### config.mk
export PLATFORM = sky130hd
export DESIGN_NAME = snake_body_writer
export DESIGN_NICKNAME = d
export VERILOG_FILES = /design/src/rtl/snake_body_writer.sv
export SDC_FILE = /design/constraint.sdc
export NUM_CORES = 1
export LEC_CHECK = 0
export BUFFER_PORTS_ARGS = -buffer_cell sky130_fd_sc_hd__buf_2
export CAP_MARGIN = 20
export CORE_ASPECT_RATIO = 1.25
export CORE_MARGIN = 1.5
export CORE_UTILIZATION = 55
export CTS_BUF_LIST = sky130_fd_sc_hd__clkbuf_4 sky130_fd_sc_hd__clkbuf_8
export DETAILED_ROUTE_END_ITERATION = 7
export PLACE_DENSITY = 0.69
export SETUP_SLACK_MARGIN = 0.5
export SLEW_MARGIN = 30
export SYNTH_ARGS = -nofsm -noshare
export SYNTH_HDL_FRONTEND = slang
export SYNTH_SLANG_ARGS = --single-unit
### constraint.sdc
create_clock -name clock -period 5.3 [get_ports clock]
set_input_delay 0.795 -clock clock [delete_from_list [all_inputs] [get_ports clock]]
set_output_delay 0.795 -clock clock [all_outputs]
set_load 0.05 [all_outputs]
### src/rtl/snake_body_writer.sv
// Write side of the snake-body position store: latches direction, computes the
// next head, shifts the body list toward the tail and writes the new head.
module snake_body_writer #(
  parameter int                         GRID_BITS = 2,
  parameter logic [2*GRID_BITS-1:0]     INIT_HEAD = 4'b0101
) (
  input  logic                     clock,
  input  logic                     reset,
  input  logic [3:0]               buttons,
  input  logic                     step,
  input  logic                     grow,
  input  logic [2*GRID_BITS-1:0]   read_addr,
  output logic [2*GRID_BITS-1:0]   read_data,
  output logic [2*GRID_BITS:0]     length,
  output logic                     busy,
  output logic                     done,
  output logic                     wall_hit,
  output logic                     self_hit
);

  localparam int P = 2 * GRID_BITS;
  localparam int D = 1 << P;

  localparam logic [1:0] S_IDLE  = 2'd0;
  localparam logic [1:0] S_SHIFT = 2'd1;
  localparam logic [1:0] S_HEAD  = 2'd2;
  localparam logic [1:0] S_DONE  = 2'd3;

  localparam logic [GRID_BITS-1:0] C_ONE   = GRID_BITS'(1);
  localparam logic [GRID_BITS-1:0] C_MAX   = '1;
  localparam logic [P-1:0]         IDX_ONE = P'(1);
  localparam logic [P:0]           LEN_ONE = (P+1)'(1);
  localparam logic [P:0]           LEN_MAX = (P+1)'(D);
  localparam logic [3:0]           DIR_RIGHT = 4'b1000;

  logic [1:0]           r_state;
  logic [3:0]           r_dir;
  logic [3:0]           r_last_dir;
  logic [P-1:0]         r_mem [D];
  logic [P-1:0]         r_nh;
  logic [P-1:0]         r_idx;
  logic                 r_g;
  logic [P:0]           r_len;
  logic                 r_wall;
  logic                 r_self;

  logic [GRID_BITS-1:0] w_row, w_col, w_nrow, w_ncol;
  logic [P-1:0]         w_nh;
  logic [P-1:0]         w_n;
  logic [P-1:0]         w_src;
  logic [3:0]           w_opp;
  logic                 w_wall;
  logic                 w_g;
  logic                 w_btn_ok;

  assign w_row = r_mem[0][P-1:GRID_BITS];
  assign w_col = r_mem[0][GRID_BITS-1:0];

  always_comb begin
    w_nrow = w_row;
    w_ncol = w_col;
    if (r_dir[0]) w_nrow = w_row - C_ONE;
    if (r_dir[1]) w_nrow = w_row + C_ONE;
    if (r_dir[2]) w_ncol = w_col - C_ONE;
    if (r_dir[3]) w_ncol = w_col + C_ONE;
  end

  assign w_nh   = {w_nrow, w_ncol};
  assign w_wall = (r_dir[0] && (w_row == '0))  || (r_dir[1] && (w_row == C_MAX)) ||
                  (r_dir[2] && (w_col == '0))  || (r_dir[3] && (w_col == C_MAX));
  assign w_g    = grow && (r_len < LEN_MAX);
  // Number of shift cycles: old length minus one, plus one slot when growing.
  assign w_n    = P'(r_len - LEN_ONE + {{P{1'b0}}, w_g});
  assign w_src  = r_mem[r_idx - IDX_ONE];

  // Reversal is only forbidden once there is a neck to run into.
  assign w_opp    = {r_last_dir[2], r_last_dir[3], r_last_dir[0], r_last_dir[1]};
  assign w_btn_ok = $onehot(buttons) && !((r_len > LEN_ONE) && (buttons == w_opp));

  always_ff @(posedge clock or posedge reset) begin
    if (reset) begin
      r_state    <= S_IDLE;
      r_dir      <= DIR_RIGHT;
      r_last_dir <= DIR_RIGHT;
      r_nh       <= '0;
      r_idx      <= '0;
      r_g        <= 1'b0;
      r_len      <= LEN_ONE;
      r_wall     <= 1'b0;
      r_self     <= 1'b0;
      for (int i = 0; i < D; i++) r_mem[i] <= '0;
      r_mem[0]   <= INIT_HEAD;
    end else begin
      if (w_btn_ok) r_dir <= buttons;
      case (r_state)
        S_IDLE: begin
          if (step) begin
            if (w_wall) begin
              r_wall  <= 1'b1;
              r_self  <= 1'b0;
              r_state <= S_DONE;
            end else begin
              r_nh       <= w_nh;
              r_g        <= w_g;
              r_wall     <= 1'b0;
              r_self     <= 1'b0;
              r_last_dir <= r_dir;
              r_idx      <= w_n;
              r_state    <= (w_n != '0) ? S_SHIFT : S_HEAD;
            end
          end
        end
        S_SHIFT: begin
          r_mem[r_idx] <= w_src;
          if (w_src == r_nh) r_self <= 1'b1;
          r_idx <= r_idx - IDX_ONE;
          if (r_idx == IDX_ONE) r_state <= S_HEAD;
        end
        S_HEAD: begin
          r_mem[0] <= r_nh;
          r_len    <= r_len + {{P{1'b0}}, r_g};
          r_state  <= S_DONE;
        end
        default: r_state <= S_IDLE;
      endcase
    end
  end

  assign read_data = r_mem[read_addr];
  assign length    = r_len;
  assign busy      = (r_state != S_IDLE);
  assign done      = (r_state == S_DONE);
  assign wall_hit  = r_wall;
  assign self_hit  = r_self;

endmodule

## After elaboration in Yosys (flattened, before gate mapping)

Index checks and enable logic that the tools add are counted.

| word-level totals | value |
|---|---|
| register bits | 90 |
| latch bits | 0 |
| memory bits (writable) | 0 |
| bits in read-only memories | 0 |
| input bits | 12 |
| output and inout port bits | 13 |
| logic and storage cells | 109 |
| memories | 0 |

| operators by class | value |
|---|---|
| add/subtract/negate cells | 11 |
| multipliers | 0 |
| divide/modulo/power cells | 0 |
| $lt $le $gt $ge | 6 |
| eq/ne operators | 13 |
| shift operators | 0 |
| muxes and demuxes | 26 |
| bitwise logic cells | 4 |
| reduce and logical (&&, ||, !) cells | 24 |

Operator list:

| operator | count |
|---|---|
| $bwmux W64 | 1 |
| $bmux W4 S4 | 2 |
| $mux W4 | 7 |
| $demux W4 S4 | 1 |
| $mux W2 | 8 |
| $pmux W4 S2 | 2 |
| $ge A5 B5 Y1 const B | 3 |
| $not A4 Y5 | 3 |
| $reduce_and A3 Y1 | 3 |
| $eq A2 B2 Y1 const B | 4 |
| $eq A4 B4 Y1 | 2 |
| $logic_and A1 B1 Y1 | 8 |
| $ne A2 B2 Y1 const B | 4 |
| $sub A4 B1 Y4 const B | 2 |
| $logic_not A2 Y1 | 3 |
| $pmux W2 S3 | 1 |
| $reduce_bool A2 Y1 | 3 |
| $add A5 B1 Y5 | 1 |
| $gt A5 B1 Y1 const B | 1 |
| $lt A5 B1 Y1 const B | 1 |
| $lt A5 B5 Y1 const B | 1 |
| $add A1 B1 Y2 | 2 |
| $add A2 B1 Y2 const B | 2 |
| $add A4 B1 Y4 | 1 |
| other kinds (12) | 18 |

## Logic depth before layout (Yosys ltp)

Gate-level depths: netlist of run 1.

| depth | value |
|---|---|
| depth in word-level cells | 8 |
| gate-level depth with buffers | 11 |

## Worst setup path before layout of run 1

Ideal clock, no wire load.

| timing | value |
|---|---|
| path type | input to output |
| from | input port read_addr[0] |
| to | output port read_data[0] |
| data arrival time | 2.471 ns |
| path slack | 2.034 ns |
| cell stages on the path | 4 |
| path buffers | 2 |
| cell sequence | buf_2 > buf_2 > mux4_2 > mux4_2 |

| between the ends | value |
|---|---|
| cells in the longest elaborated chain, start to end | 4 |

Ends and longest elaborated chain:

| what | RTL line | text |
|---|---|---|
| start: declaration | 12 | `input logic [2*GRID_BITS-1:0] read_addr,` |
| $not A4 Y5 (implied by the code) | 129 | `assign read_data = r_mem[read_addr];` |
| $bmux W4 S4 | 129 |  |
| $mux W4 (implied by the code) (2 in series) | 129 |  |
| end: declaration | 13 | `output logic [2*GRID_BITS-1:0] read_data,` |

No other way between the ends. The select of a mux whose other input is x is not followed.

## Worst setup path in the final report of run 1

| timing | value |
|---|---|
| from | input port read_addr[0] |
| to | output port read_data[1] |

Same word-level chain as after synthesis.

==> results.ini, run 1 <==
[global_routing]
grt_usage_pct=26.4
antenna_found_initial=0
grt-ovfl-total=0
grt_start_max_net_pins=54
grt_pass1_vias=3701
grt_first_pass_wirelength_mm=18.9

[detailed_routing]
viasPerCell=6.02
route.detailed.drc=0
ant_nets=0
dr.pass1.iters=5
wl_mm=11.4
vias=3601
routedWlPerCell_um=19.0
drtIter0Drc=227

[floorplan]
start_util_pct=56.1
ios=25
dieArea_um2=9800
die_x_um=88.8
rows=39
die_h_um=110
core_area_um2=9030

[synthesis]
yosysSeqAreaShare_pct=44.6
synth_cell_types=46
ys_async_sr_fraction_pct=100
synth_ff_type=dfrtp_1
netlist_area_um2=5070
syn_avg_cell_area_um2=11.2
synth_nets=486
syn_inst=454
ys_warn_count=0
synth_edf_count=0
synth-seq-cells=90

[cells_and_area]
final_cells=598
drive_gt1_share_pct=21.1
diodes=0
design_area_um2=5470
syn2layout_area_growth_pct=7.90
nNetsFinal=502

[worst_setup_path]
required_ns=4.51
path_delay_family=multiplexers
cpMaxStageDelayCell=mux4_2
crit_type=input pin to output port
cp_max_fo=16
endpoint_kind=output port
max_stage_delay_ns=0.57
path_depth=4
r2r_start=r_idx[0]
ff2ff_setup_slack_ns=2.02
rr_worst_depth=8
cp.arrival_ns=2.50
cp_num_buf_inv=2
cp-start-kind=input pin
cp_cell_sequence=buf_2 -> mux4_2 -> mux4_2 -> buf_2
r2r_end=self_hit

[clock_tree]
numCtsBuffers=9
cts_tree=yes
cts-root-buf=clkbuf_8
clk_pin_slew_ns=0.08
hold_buffers=0
clock_latency_ns=0.37
post_cts_buffers=0
post_cts_resized=0
clockBufferDepth=2
clock-sinks=90
h-tree-depth=3

[timing]
slew_violations=0
finalClockSkew_ns=0.00763
rsz0062_at_grt=no
hold_viol=0
setup_viol=0
fin_setup_tns_ns=0
max_slew_margin_pct=39.3
period_share_pct=62.2
worst_slew_pin_slew_ns=0.903
clock.fmax_mhz=303
period_needed_ns=3.30

[placed_design]
dp_cells=582
port_buffers=24
globalplace.congestion=0.856
post_dp_cell_area_um2=5250
hpwl_mm=8.48

[pwr]
ir_worst_vdd_mv=0.456
power_density_nw_per_um2=458
leakagePower_nw=2.39

[worst_hold_path]
hold_path.class=input pin to asynchronous set/reset pin

[run]
maxCapViolations=0

[status]
outcome=finished, final reports clean

## cells in the mapped netlist (2+ instances only)
library cell	instances	area, um2
xnor2_1	9	78.8
xor2_1	7	61.3
nor2_1	15	56.3
ha_1	19	238
o31ai_1	6	45.0
a22o_1	7	61.3
dfrtp_1	85	2130
buf_2	6	30.0
mux2_2	13	146
clkbuf_1	10	37.5
o21ai_0	67	335
a21oi_1	4	20.0
buf_1	2	7.51
nand3_1	5	25.0
nand4_1	2	12.5
buf_6	2	22.5
and3_1	3	18.8
nand2_1	87	327
inv_1	24	90.1
mux4_1	2	52.6
a211oi_1	6	45.0
mux4_2	34	766
mux2i_1	12	120
dfstp_2	5	131
## placed cells by master (no fill, tap or decap), types with 9 or more instances in the layout
cell type  synthesis  routed
ha_1              19      19
mux2_2            13      13
nand2_1           87      87
buf_2              6      24
mux2i_1           12      12
o21ai_0           67      67
dfrtp_1           85      85
clkbuf_8           0      11
nor2_1            15      15
inv_1             24      23
xnor2_1            9       9
mux4_2            34      34
## through the flow
stage	worst slack (ns)	hold WS [ns]	util, %	power (mW)
final	2.00	0.484	60.6	2.50
after global routing	1.81	0.543	60.6	2.67
after CTS	1.98	0.490	60.6	2.51
after detailed placement	1.98	0.498	58.2	2.02
after global placement	2.01	0.478	58.2	1.98
after floorplan	2.03	0.454	-	1.79
## registers in the layout (all words and copies together) (netlist names)
name / flops
length: 5
r_dir: 4
r_g: 1
r_idx: 4
r_last_dir: 4
r_mem: 64
r_nh: 4
r_state: 2
self_hit: 1
wall_hit: 1
## worst reg2reg max path: cells and delay by family, from the launching register on
family	cells	cell delay (ns)
flops	1	0.34
compound gates	1	0.33
fa+ha+maj	1	0.81
buf+inv	2	0.46
xor+xnor	1	0.14
mux	3	1.10
## power breakdown
group	leakage (nW)	internal [mW]	switching [mW]
Clock	0.0982	0.245	0.256
Combinational	1.08	0.424	0.625
Sequential	1.20	0.812	0.143
Total	2.39	1.48	1.02
## kinds of logic after synthesis
logic type,count (synthesis),share of synthesized area [%]
simple gates,119,9.61
compound gates,101,11.9
flops,90,44.6
mux,61,21.4
buf+inv,45,3.80
fa+ha+maj,20,5.09
xor+xnor,18,3.63
## layer usage
layer  up-vias  track usage [%]  part of all wire, %
met2       123             46.2                   53
met3        33             3.13                  3.7
met1      1784             31.5                   39
li1       1661                -                    -
met4         0             14.6                  3.9
met5         -                0                    0
## final cells by class
cell class | count | area, um2
Timing Repair Buffer | 26 | 135
Inverter | 24 | 91.3
Fill cell | 768 | 3560
Tap cell | 123 | 154
Sequential cell | 90 | 2260
Clock buffer | 11 | 151
Multi-Input combinational cell | 319 | 2620
Clock inverter | 5 | 61.3
## worst max-delay path by stage
stage                 startpoint            to
global placement    read_addr[0]  read_data[1]
global route            r_idx[0]     r_mem[61]
CTS                 read_addr[0]  read_data[1]
detailed placement  read_addr[0]  read_data[1]
finish              read_addr[0]  read_data[1]
floorplan           read_addr[0]  read_data[0]
(Power assumes the default switching activity.)
==> run 2, diff against run 1 <==
--- a/config.mk
+++ b/config.mk
@@ -5,6 +5,7 @@
 export SDC_FILE = /design/constraint.sdc
 export NUM_CORES = 1
 export LEC_CHECK = 0
+export ABC_AREA = 1
 export BUFFER_PORTS_ARGS = -buffer_cell sky130_fd_sc_hd__buf_2
 export CAP_MARGIN = 20
 export CORE_ASPECT_RATIO = 1.25
==> constraint.sdc (replaced) <==
create_clock -name clock -period 3.37 [get_ports clock]
set_input_delay 0.5055 -clock clock [delete_from_list [all_inputs] [get_ports clock]]
set_output_delay 0.5055 -clock clock [all_outputs]
set_load 0.05 [all_outputs]
==> run 2 against run 1 <==
Core utilization increased by 0.40 points. Via count increased by 32%. Sequential share of layout area decreased by 1.1 points. Clock skew decreased by 0.0010 ns. Register-to-register slack got worse by 1.2 ns. Count of clock-buffer cells in the layout increased by 2. Non-clock buffer count increased by 4. Clock power increased by 39%. Synthesized area increased by 3.7%. Hold slack got worse by 0.25 ns. Global-route usage increased by 3.4 points. Worst setup slack got worse by 1.3 ns. Critical path type unchanged. Critical endpoint is now read_data[3]. Highest routed layer unchanged.
==> results.ini, run 2 <==
[synthesis]
synth_top_area_share_pct=40.5
synth.area.top_cells=dfrtp_1, nand2_1, o21ai_0
ys_warn_count=0
synth_cell_types=37
netlist_area_um2=5250
synth_ff_type=dfrtp_1
synthMostInstantiatedCell=nand2_1
yosysSeqAreaShare_pct=43.0
syn_avg_cell_area_um2=7.65
synth_edf_count=0
ys_async_sr_fraction_pct=100
yosysTopAreaCell=dfrtp_1
synth-seq-cells=90
syn_inst=687
synth_commonest_cells=nand2_1, o21ai_0, dfrtp_1
synth_nets=719

[worst_setup_path]
cp_num_buf_inv=3
crit_type=input pin to output port
cp_max_fo=27
cp-start-kind=input pin
crit_top_cell=buf_2
worstSetupStartpoint=read_addr[0]
r2r_start=r_idx[1]
path_delay_family=buffers and inverters
path_depth=7
max_stage_delay_ns=0.51
rr_worst_depth=12
cpMaxStageDelayCell=clkinv_1
endpoint_kind=output port
required_ns=2.86
cp_cell_sequence=buf_2 -> clkinv_1 -> o21ai_0 -> o221ai_1 -> nand3_1 -> nand2_1 -> buf_2
cp.arrival_ns=2.14

[cells_and_area]
drive_gt1_share_pct=10.6
syn2layout_area_growth_pct=7.00
final_cells=828
diodes=0
register_area_um2=2260
final_cell_mix=nand2_1, o21ai_0, dfrtp_1
nNetsFinal=733
final_common_cell=nand2_1
multi_input_area_um2=2650
nFillCells=816
largest-register=r_mem
largest_register_ffs=64

[floorplan]
die_x_um=90.4
rows=39
core_area_um2=9220
ios=25
start_util_pct=57.0
dieArea_um2=10200
die_h_um=112

[pwr]
combPwrFrac_pct=55.5
swShare_pct=52.7
leakagePower_nw=2.65
power_switching_mw=3.23
ir_worst_vdd_mv=0.603
power_density_nw_per_um2=1090
pwr-share-seq_pct=33.2
internal_power_mw=2.90
p_clk_share_pct=11.3

[placed_design]
dp_cells=813
hpwl_mm=10.0
port_buffers=24
globalplace.congestion=0.911

[clock_tree]
clock_latency_ns=0.37
h-tree-depth=3
clockBufferDepth=2
post_cts_resized=0
numCtsBuffers=9
cts-root-buf=clkbuf_8
post_cts_buffers=0
cts_tree=yes
hold_buffers=0
clk_pin_slew_ns=0.08
clock-sinks=90

[timing]
rsz0062_at_grt=no
setup_viol=0
worst_slew_pin_slew_ns=0.793
finalClockSkew_ns=0.00661
max_slew_margin_pct=47.1
hold-worst-slack_ns=0.234
fin_setup_tns_ns=0
period_needed_ns=2.65
slew_violations=0
hold_viol=0
clock.fmax_mhz=377
period_share_pct=78.6

[run]
maxCapViolations=0

[worst_hold_path]
hold_path.class=input pin to asynchronous set/reset pin

[detailed_routing]
vias=4739
ant_nets=0
dr.pass1.iters=6
drtIter0Drc=518
route.detailed.drc=0
viasPerCell=5.72
routedWlPerCell_um=17.0
wl_mm=14.0

[global_routing]
antenna_found_initial=0
grt_usage_pct=29.8
grt_pass1_vias=4690
grt-ovfl-total=0
grt_start_max_net_pins=47
grt_first_pass_wirelength_mm=23.7

[status]
outcome=finished, final reports clean

==> run 2: final timing paths <==
| kind | endpoint | slack [ns] |
|---|---|---|
| setup / recovery | read_data[3] | 0.72 |
| hold / removal | length[2] | 0.23 |
| setup reg to reg | self_hit | 0.80 |
| hold reg to reg | r_mem[16] | 0.50 |
| max in group asynchronous | r_mem[7] | 2.44 |
| min in group clock | r_dir[2] | 0.42 |
==> run 2: final cells by class <==
cell class,count,area share (%)
multi-input cells,517,47.1
clock buffers,13,2.96
flip-flops and latches,90,40.2
clock inverters,2,0.223
inverters,53,3.65
well taps,123,2.74
repair buffers,30,3.16
==> run 2: logic make-up after synthesis <==
group,share of synthesized area [%]
and+or+nand+nor,26.0
AOI/OAI and AO/OA,18.2
DFF,43.0
buffers and inverters,6.62
adders and majority gates,4.91
xor gates and xnor gates,1.33
==> run 2: stage by stage <==
| stage | util, % | worst slack [ns] | power [mW] | instance area [um2] |
|---|---|---|---|---|
| global route | 61.0 | 0.582 | 6.66 | 5620 |
| finish | 61.0 | 0.721 | 6.13 | 5620 |
| global placement | 59.0 | 0.879 | 5.32 | 5440 |
| detailed placement | 59.0 | 0.750 | 5.40 | 5440 |
| CTS | 61.0 | 0.755 | 6.12 | 5620 |
| floorplan | - | 0.538 | 4.50 | 5250 |
==> run 2: power by group through the flow <==
stage,clock network (mW),logic (mW),registers (mW)
floorplan,0,2.56,1.94
detailed placement,0,3.36,2.04
global placement,0,3.29,2.04
CTS,0.712,3.38,2.02
global route,0.755,3.82,2.09
finish,0.696,3.40,2.03
==> run 2: routing by layer <==
layer / share of wire (%) / up-vias / global-route usage (%) / wire length (um)
li1: - / 2325 / - / -
met1: 40 / 2206 / 36.7 / 5690
met2: 50 / 175 / 50.6 / 7080
met3: 5.2 / 33 / 4.95 / 734
met4: 3.9 / 0 / 15.2 / 541
met5: 0 / - / 0 / 0
==> run 2: worst reg2reg max path, stage by stage, from the launching register on <==
cell and delay, ns:
dfrtp_1 0.42, inv_1 0.13, ha_1 0.24, buf_4 0.21, inv_2 0.31, nand3_1 0.14, nand3_1 0.13, nand3_2 0.13
nand2_2 0.35, nor2_1 0.09, nor2_1 0.11, nand3_1 0.10, a21oi_1 0.13
==> run 3, diff against run 2 <==
==> constraint.sdc (replaced) <==
create_clock -name clock -period 2.74 [get_ports clock]
set_input_delay 0.411 -clock clock [delete_from_list [all_inputs] [get_ports clock]]
set_output_delay 0.411 -clock clock [all_outputs]
set_load 0.05 [all_outputs]
==> run 3 against run 2 <==
Die area stayed put. Critical path type unchanged. Power is 29% higher. Largest power group unchanged. Cell area is 2.2% higher. Via count is 1.4% higher. Critical endpoint is now read_data[0]. Highest routed layer unchanged. Sequential cell count stayed put.
==> results.ini, run 3 (synthesis results as in run 2) <==
[global_routing]
grt_usage_pct=29.7
grt_pass1_vias=4658
grt-ovfl-total=0
grt_start_max_net_pins=91
antenna_found_initial=0
grt_first_pass_wirelength_mm=23.1

[floorplan]
ios=25
dieArea_um2=10200
rows=39
core_area_um2=9220
die_x_um=90.4
die_h_um=112
start_util_pct=57.0

[placed_design]
hpwl_mm=10.1
dp_cells=821
port_buffers=24
globalplace.congestion=0.906
dpl_worst_slack_ns=0.372

[cells_and_area]
fin_util_pct=62.3
syn2layout_area_growth_pct=9.36
final_cell_mix=nand2_1, o21ai_0, dfrtp_1
nFillCells=842
diodes=0
final_common_cell=nand2_1
final_cells=840
largest_register_ffs=64
nNetsFinal=744
drive_gt1_share_pct=12.4
largest-register=r_mem

[worst_setup_path]
required_ns=2.33
rr_worst_depth=12
cp_cell_sequence=buf_2 -> clkinvlp_4 -> buf_4 -> a21oi_1 -> o21ai_0 -> nand3_1 -> nand3_1 -> nand2_1 -> buf_2
cp.arrival_ns=1.71
cpMaxStageDelayCell=buf_2
path_delay_family=buffers and inverters
ff2ff_setup_slack_ns=0.62
endpoint_kind=output port
cp_max_fo=14
cp_num_buf_inv=4
max_stage_delay_ns=0.26
cp-start-kind=input pin
crit_type=input pin to output port
path_depth=9

[timing]
finalClockSkew_ns=0.00756
clock.fmax_mhz=471
fin_setup_tns_ns=0
max_slew_margin_pct=52.4
setup_viol=0
period_share_pct=77.5
slew_violations=0
worst_slew_pin_slew_ns=0.711
rsz0062_at_grt=yes
hold_viol=0
period_needed_ns=2.12
setup_ws_ns=0.616

[pwr]
internal_power_mw=3.84
ir_worst_vdd_mv=0.653
p_clk_share_pct=11.8
swShare_pct=51.5
pwr-share-seq_pct=31.6
leakagePower_nw=2.71
power_switching_mw=4.07
power_density_nw_per_um2=1380
combPwrFrac_pct=56.6

[clock_tree]
clockBufferDepth=2
clock-sinks=90
hold_buffers=0
numCtsBuffers=9
h-tree-depth=3
clk_pin_slew_ns=0.09
clock_latency_ns=0.38
cts_tree=yes
cts-root-buf=clkbuf_8

[run]
maxCapViolations=0

[worst_hold_path]
hold_path.class=input pin to asynchronous set/reset pin

[detailed_routing]
wl_met2_mm=6.93
wl_met3_um=774
vias=4805
top_layer=met4
wl_mm=14.1
route.detailed.drc=0
viasPerCell=5.72
dr.pass1.iters=7
routedWlPerCell_um=16.8
drtIter0Drc=453
ant_nets=0
m1WireLength_mm=5.82

[status]
outcome=finished, final reports clean

## run 3: timing repair
| action | in CTS | in global routing |
|---|---|---|
| pin swaps | 0 | 1 |
| buffers inserted | 0 | 3 |
| endpoints found under the setup margin | 1 | 13 |
| gates resized for setup | 2 | 3 |
## run 3: final timing paths
| kind | start | endpoint |
|---|---|---|
| max | read_addr[0] | read_data[0] |
| max reg2reg | r_idx[1] | self_hit |
| max in group asynchronous | reset | r_mem[60] |
| min | reset | r_mem[46] |
| min in group clock | buttons[2] | r_dir[2] |
| min reg2reg | r_mem[24] | r_mem[24] |
## run 3: area by class of cell
class | instances | area (um2) | share of cell area [%]
clock buffers | 11 | 145 | 2.53
clock inverters | 5 | 53.8 | 0.936
inverters | 53 | 218 | 3.79
multi-input cells | 517 | 2650 | 46.2
flip-flops and latches | 90 | 2260 | 39.3
well taps | 123 | 154 | 2.68
repair buffers | 41 | 264 | 4.59
## run 3: worst register-to-register path: stages, from the launching register on
cell     delay, ns
dfrtp_1       0.39
inv_1         0.10
ha_1          0.34
buf_4         0.22
a21oi_1       0.13
o21ai_1       0.08
nand3_1       0.13
nand3_2       0.16
nand2_4       0.12
nand2_1       0.06
nand2_1       0.06
nand3_1       0.11
a21oi_1       0.15
## run 3: through the flow
stage	power (mW)	hold slack [ns]	instance area [um2]
after floorplan	5.53	0.453	5260
after global placement	6.72	0.475	5510
after detailed placement	6.85	0.477	5510
after CTS	7.83	0.172	5710
after global routing	8.53	0.192	5750
final	7.90	0.132	5750
## run 3: layer usage
| metal | up-vias | GRT usage [%] |
|---|---|---|
| li1 | 2358 | - |
| met1 | 2250 | 34.9 |
| met2 | 154 | 51.6 |
| met3 | 43 | 6.10 |
| met4 | 0 | 14.7 |
| met5 | - | 0 |
## run 3: power by group through the flow
stage,logic (mW),clock network (mW),registers [mW]
after floorplan,3.14,0,2.39
after global placement,4.22,0,2.50
after detailed placement,4.34,0,2.51
after CTS,4.39,0.955,2.49
after global routing,4.96,1.01,2.56
final,4.47,0.934,2.49
